[config.mk]
export PLATFORM = sky130hd
export DESIGN_NAME = argmax_classifier
export DESIGN_NICKNAME = d
export VERILOG_FILES = /design/src/rtl/argmax_classifier.sv
export SDC_FILE = /design/constraint.sdc
export NUM_CORES = 1
export LEC_CHECK = 0
export BUFFER_PORTS_ARGS = -buffer_cell sky130_fd_sc_hd__buf_2
export CORE_MARGIN = 3
export CORE_UTILIZATION = 60
export DETAILED_ROUTE_END_ITERATION = 8
export PLACE_DENSITY = 0.82
export SYNTH_ARGS = -nofsm -noshare
export SYNTH_HDL_FRONTEND = slang
export SYNTH_SLANG_ARGS = --single-unit
[constraint.sdc]
create_clock -name clk -period 5.6 [get_ports clk]
set_input_delay 0.28 -clock clk [delete_from_list [all_inputs] [get_ports clk]]
set_output_delay 0.28 -clock clk [all_outputs]
set_load 0.1 [all_outputs]
[src/rtl/argmax_classifier.sv]
// Captures NUM_CLASSES signed scores when every neuron reports done, then scans one per clock for the maximum.
// Result registered NUM_CLASSES-1 edges after capture; no backpressure, and start events during a scan are dropped.
module argmax_classifier #(
  parameter int NUM_CLASSES  = 10,
  parameter int OUTPUT_WIDTH = 26,
  parameter int CLASS_WIDTH  = 4
) (
  input  logic                                clk,
  input  logic                                rst,
  input  logic [NUM_CLASSES*OUTPUT_WIDTH-1:0] IN_SCORES,
  input  logic [NUM_CLASSES-1:0]              in_done,
  output logic [CLASS_WIDTH-1:0]              CLASS,
  output logic [OUTPUT_WIDTH-1:0]             MAX_SCORE,
  output logic                                valid,
  output logic                                busy
);

  typedef enum logic [1:0] {IDLE, SCAN, DONE} state_t;

  localparam logic [CLASS_WIDTH-1:0] LAST_IDX = CLASS_WIDTH'(NUM_CLASSES - 1);

  state_t                          state;
  logic signed [OUTPUT_WIDTH-1:0]  bank [NUM_CLASSES];
  logic signed [OUTPUT_WIDTH-1:0]  best;
  logic signed [OUTPUT_WIDTH-1:0]  cand;
  logic signed [OUTPUT_WIDTH-1:0]  nxt_best;
  logic [CLASS_WIDTH-1:0]          idx;
  logic [CLASS_WIDTH-1:0]          best_idx;
  logic [CLASS_WIDTH-1:0]          nxt_idx;
  logic                            all_done;
  logic                            all_done_q;
  logic                            start;
  logic                            last;

  assign all_done = &in_done;
  assign start    = all_done & ~all_done_q;
  assign cand     = bank[idx];
  assign last     = (idx == LAST_IDX);

  // Strict greater-than keeps the lowest index on ties.
  always_comb begin
    nxt_best = best;
    nxt_idx  = best_idx;
    if (cand > best) begin
      nxt_best = cand;
      nxt_idx  = idx;
    end
  end

  always_ff @(posedge clk or negedge rst) begin
    if (!rst) begin
      state      <= IDLE;
      idx        <= '0;
      best       <= '0;
      best_idx   <= '0;
      all_done_q <= 1'b0;
      CLASS      <= '0;
      MAX_SCORE  <= '0;
      valid      <= 1'b0;
      busy       <= 1'b0;
      for (int k = 0; k < NUM_CLASSES; k++) begin
        bank[k] <= '0;
      end
    end else begin
      all_done_q <= all_done;
      case (state)
        IDLE, DONE: begin
          if (start) begin
            for (int k = 0; k < NUM_CLASSES; k++) begin
              bank[k] <= IN_SCORES[k*OUTPUT_WIDTH +: OUTPUT_WIDTH];
            end
            best     <= IN_SCORES[OUTPUT_WIDTH-1:0];
            best_idx <= '0;
            idx      <= CLASS_WIDTH'(1);
            valid    <= 1'b0;
            busy     <= 1'b1;
            state    <= SCAN;
          end
        end
        SCAN: begin
          best     <= nxt_best;
          best_idx <= nxt_idx;
          if (last) begin
            CLASS     <= nxt_idx;
            MAX_SCORE <= nxt_best;
            valid     <= 1'b1;
            busy      <= 1'b0;
            state     <= DONE;
          end else begin
            idx <= idx + CLASS_WIDTH'(1);
          end
        end
        default: state <= IDLE;
      endcase
    end
  end

endmodule
==> flow_summary.toml <==
[synth]
synthMuxAreaShare = 0.09667
synth-compound-area-share = 0.08379
seq_area_frac_synth = 0.5363
syn_inst = 1637
avgSynthCellArea_um2 = 9.378
synth_top_family_by_area = "simple AND/OR/NAND/NOR gates"
ys_types = 35
ys_warn_count = 0
synthAdderAreaFrac = 0.02282
syn_nets = 1937
synth_simple_gate_area_share = 0.2221
ys_ff_latch = 329
syn_area_mm2 = 0.01535
synth_xor_area_frac = 0.001141

[worst_setup_path]
crit_start = "idx[0]$_DFFE_PN0P_"
crit_arrival_ns = 5.20
worst_r2r_path_depth = 13
worst_setup_path_end_kind = "register"
timing.rr.end = "MAX_SCORE[0]$_DFFE_PN0P_"
regToRegSetupSlack_ns = 0.75
worstPathRequired_ns = 5.95
cp-start-kind = "register"
r2r-start = "idx[0]$_DFFE_PN0P_"
critPathMaxFanout = 43
crit_type = "reg2reg"
endpoint = "MAX_SCORE[0]$_DFFE_PN0P_"

[floorplanning]
dieArea_mm2 = 0.02754
rows = 57
die_h_um = 166.0
num_io_pins = 304
initial_utilization = 0.6203
core_area_mm2 = 0.02475
die_w_um = 166.0

[routing]
drc = 0
drtIter0Drc = 1653
drt-total-wl_um = 51330
firstDrtPassIters = 6
via_count = 14460
routedWlPerCell_um = 21.18
ant_nets = 0
viasPerCell = 5.964

[power_and_ir_drop]
clockPowerShare = 0.288
leakage_nw = 10.81
ir_worst_vdd_mv = 0.3579
switching_power_mw = 2.743
sequentialPowerShare = 0.364
pwr-share-comb = 0.347
p_int_mw = 4.734
p_per_area_mw_per_mm2 = 373.8
switching_share = 0.3669

[placed_design]
gp_congestion = 0.9194
dp_hpwl_um = 30450
portBuffers = 303
dp_cells = 2173

[timing]
fin_worst_skew_ns = 0.01727
timing.final.crit_share = 0.8662
min_period_ns = 4.851
tightest_slew_ns = 1.119
tns_ns = 0
rsz0062_at_grt = "no"
drv_slew = 0
slew_headroom = 0.2539
setup_viol = 0
hold_viol_final = 0
fmax_mhz = 206.2

[job]
maxCapViolations = 0

[global_route]
grt_pass1_wl_um = 80870
grt_max_degree = 126
antenna_found_initial = 3
grt_pass1_vias = 14900
gr-total-overflow = 0
grtUsageTotal = 0.3700

[clocking]
cts.path.max_buffers = 3
worstSkewPairLatency_ns = 0.52
cts_tree = "done"
clock_tree.htree_level_count = 2
cts.sinks = 329
post_cts_resized = 0
clkTransAtPathRegs_ns = 0.07
numCtsBuffers = 35
root_buffer = "clkbuf_16"

[final_layout]
multi_input_area_mm2 = 0.006568
drive_gt1_frac = 0.2051
area_delta_synth_final_pct = 30.28
layout_common_cells = "nand2_1, dfrtp_1, buf_2"
final_common_cell = "nand2_1"
stdcell_count = 2424
post-route-util = 0.8081
fillers = 1410
fin_nets = 2379
seq_area_mm2 = 0.008238

[run_status]
status = "finished clean"

[hold_path]
min_path_type = "in2reg"
==> power by group through the flow <==
| stage | Clock, mW | Sequential (mW) | Combinational (mW) |
|---|---|---|---|
| finish | 2.16 | 2.72 | 2.60 |
| global route | 2.25 | 2.74 | 2.79 |
| CTS | 2.14 | 2.72 | 2.52 |
| detailed placement | 0 | 2.76 | 2.39 |
| global placement | 0 | 2.75 | 2.34 |
| floorplan | 0 | 2.80 | 1.70 |
==> synth_stat cells <==
library cell / instances / area (um^2)
a21o_1: 26 / 195.2
buf_6: 3 / 33.78
buf_2: 21 / 105.1
a221o_1: 26 / 260.3
o211ai_2: 1 / 12.51
xnor2_1: 2 / 17.52
nor4_1: 1 / 6.260
a21oi_4: 1 / 16.27
ha_1: 28 / 350.3
inv_2: 2 / 7.510
nand3_1: 32 / 160.2
mux2i_1: 29 / 290.3
a221oi_1: 1 / 8.760
and2_1: 26 / 162.7
mux2i_4: 1 / 22.52
o21ai_1: 3 / 15.01
nand2b_1: 4 / 25.02
buf_1: 3 / 11.26
nand4_1: 8 / 50.05
a21oi_1: 90 / 450.4
nor2_1: 38 / 142.6
nand2_1: 753 / 2826
a22oi_1: 1 / 7.510
nor2b_1: 2 / 12.51
o311ai_1: 25 / 219.0
inv_1: 30 / 112.6
and2_4: 1 / 8.760
nor3_1: 3 / 15.01
a2111oi_2: 1 / 15.01
clkbuf_1: 80 / 300.3
dfrtp_1: 329 / 8233
mux4_2: 52 / 1171
o21ai_0: 11 / 55.05
o41ai_2: 1 / 16.27
a211oi_1: 2 / 15.01
==> critical path, stage by stage (launching register included) <==
cell       delay, ns
dfrtp_4         0.68
buf_12          0.31
mux4_2          0.59
a21oi_1         0.32
a21oi_1         0.12
ha_1            0.35
o21ai_0         0.18
nor2_1          0.07
a2111oi_2       0.37
o211ai_2        0.15
mux2i_4         0.60
buf_4           0.54
mux2i_1         0.28
o21ai_1         0.08
==> sequential cells by signal (all words and copies together) (netlist names) <==
signal      count
CLASS           4
MAX_SCORE      26
all_done_q      1
bank          260
best           26
best_idx        4
busy            1
idx             4
state           2
valid           1
==> worst min path at each step <==
stage,end,slack [ns],cells after the start,startpoint
2_1_floorplan,CLASS[0]$_DFFE_PN0P_,-0.02,0,rst
6_report,bank[34]$_DFFE_PN0P_,0.007,3,IN_SCORES[216]
3_3_place_gp,bank[9]$_DFFE_PN0P_,0.30,1,rst
3_5_place_dp,bank[36]$_DFFE_PN0P_,0.30,1,rst
5_1_grt,bank[203]$_DFFE_PN0P_,0.006,3,IN_SCORES[73]
4_1_cts,bank[203]$_DFFE_PN0P_,0.0002,3,IN_SCORES[73]
==> timing repair <==
item                                   in CTS  in global routing
endpoints found under the hold margin     268                  2
hold buffers                              191                  2
buffers inserted                            0                  0
==> routing by layer <==
layer / global-route usage / up-vias / wire length, um
met5: 0 / - / 0
met4: 0.1754 / 0 / 2793
met3: 0.09188 / 213 / 5030
met2: 0.5871 / 953 / 23950
met1: 0.4856 / 6995 / 19560
li1: - / 6296 / -
==> logic make-up after synthesis <==
family,Yosys count
AOI/OAI and AO/OA,189
xor gates and xnor gates,2
adders and majority gates,28
buffers and inverters,139
DFF,329
muxes,82
and+or+nand+nor,868
==> cell type report <==
type / instances / share of cell area
Clock inverter: 4 / 0.001189
Tap cell: 324 / 0.02027
Multi-Input combinational cell: 1169 / 0.3284
Sequential cell: 329 / 0.4119
Inverter: 32 / 0.006006
Timing Repair Buffer: 512 / 0.1821
Clock buffer: 51 / 0.04980
Antenna cell: 3 / 0.0003754
==> per-stage QoR <==
step | power [mW] | hold slack (ns) | setup slack (ns) | instance area, um^2
5_1_grt | 7.790 | 0.005777 | 0.5011 | 20000
4_1_cts | 7.381 | 0.0002180 | 0.8311 | 19970
3_5_place_dp | 5.148 | 0.3038 | 0.9149 | 17040
6_report | 7.477 | 0.006631 | 0.7495 | 20000
2_1_floorplan | 4.493 | -0.01559 | 1.781 | 15350
3_3_place_gp | 5.094 | 0.3031 | 1.001 | 17040
(Power assumes the default switching activity.)
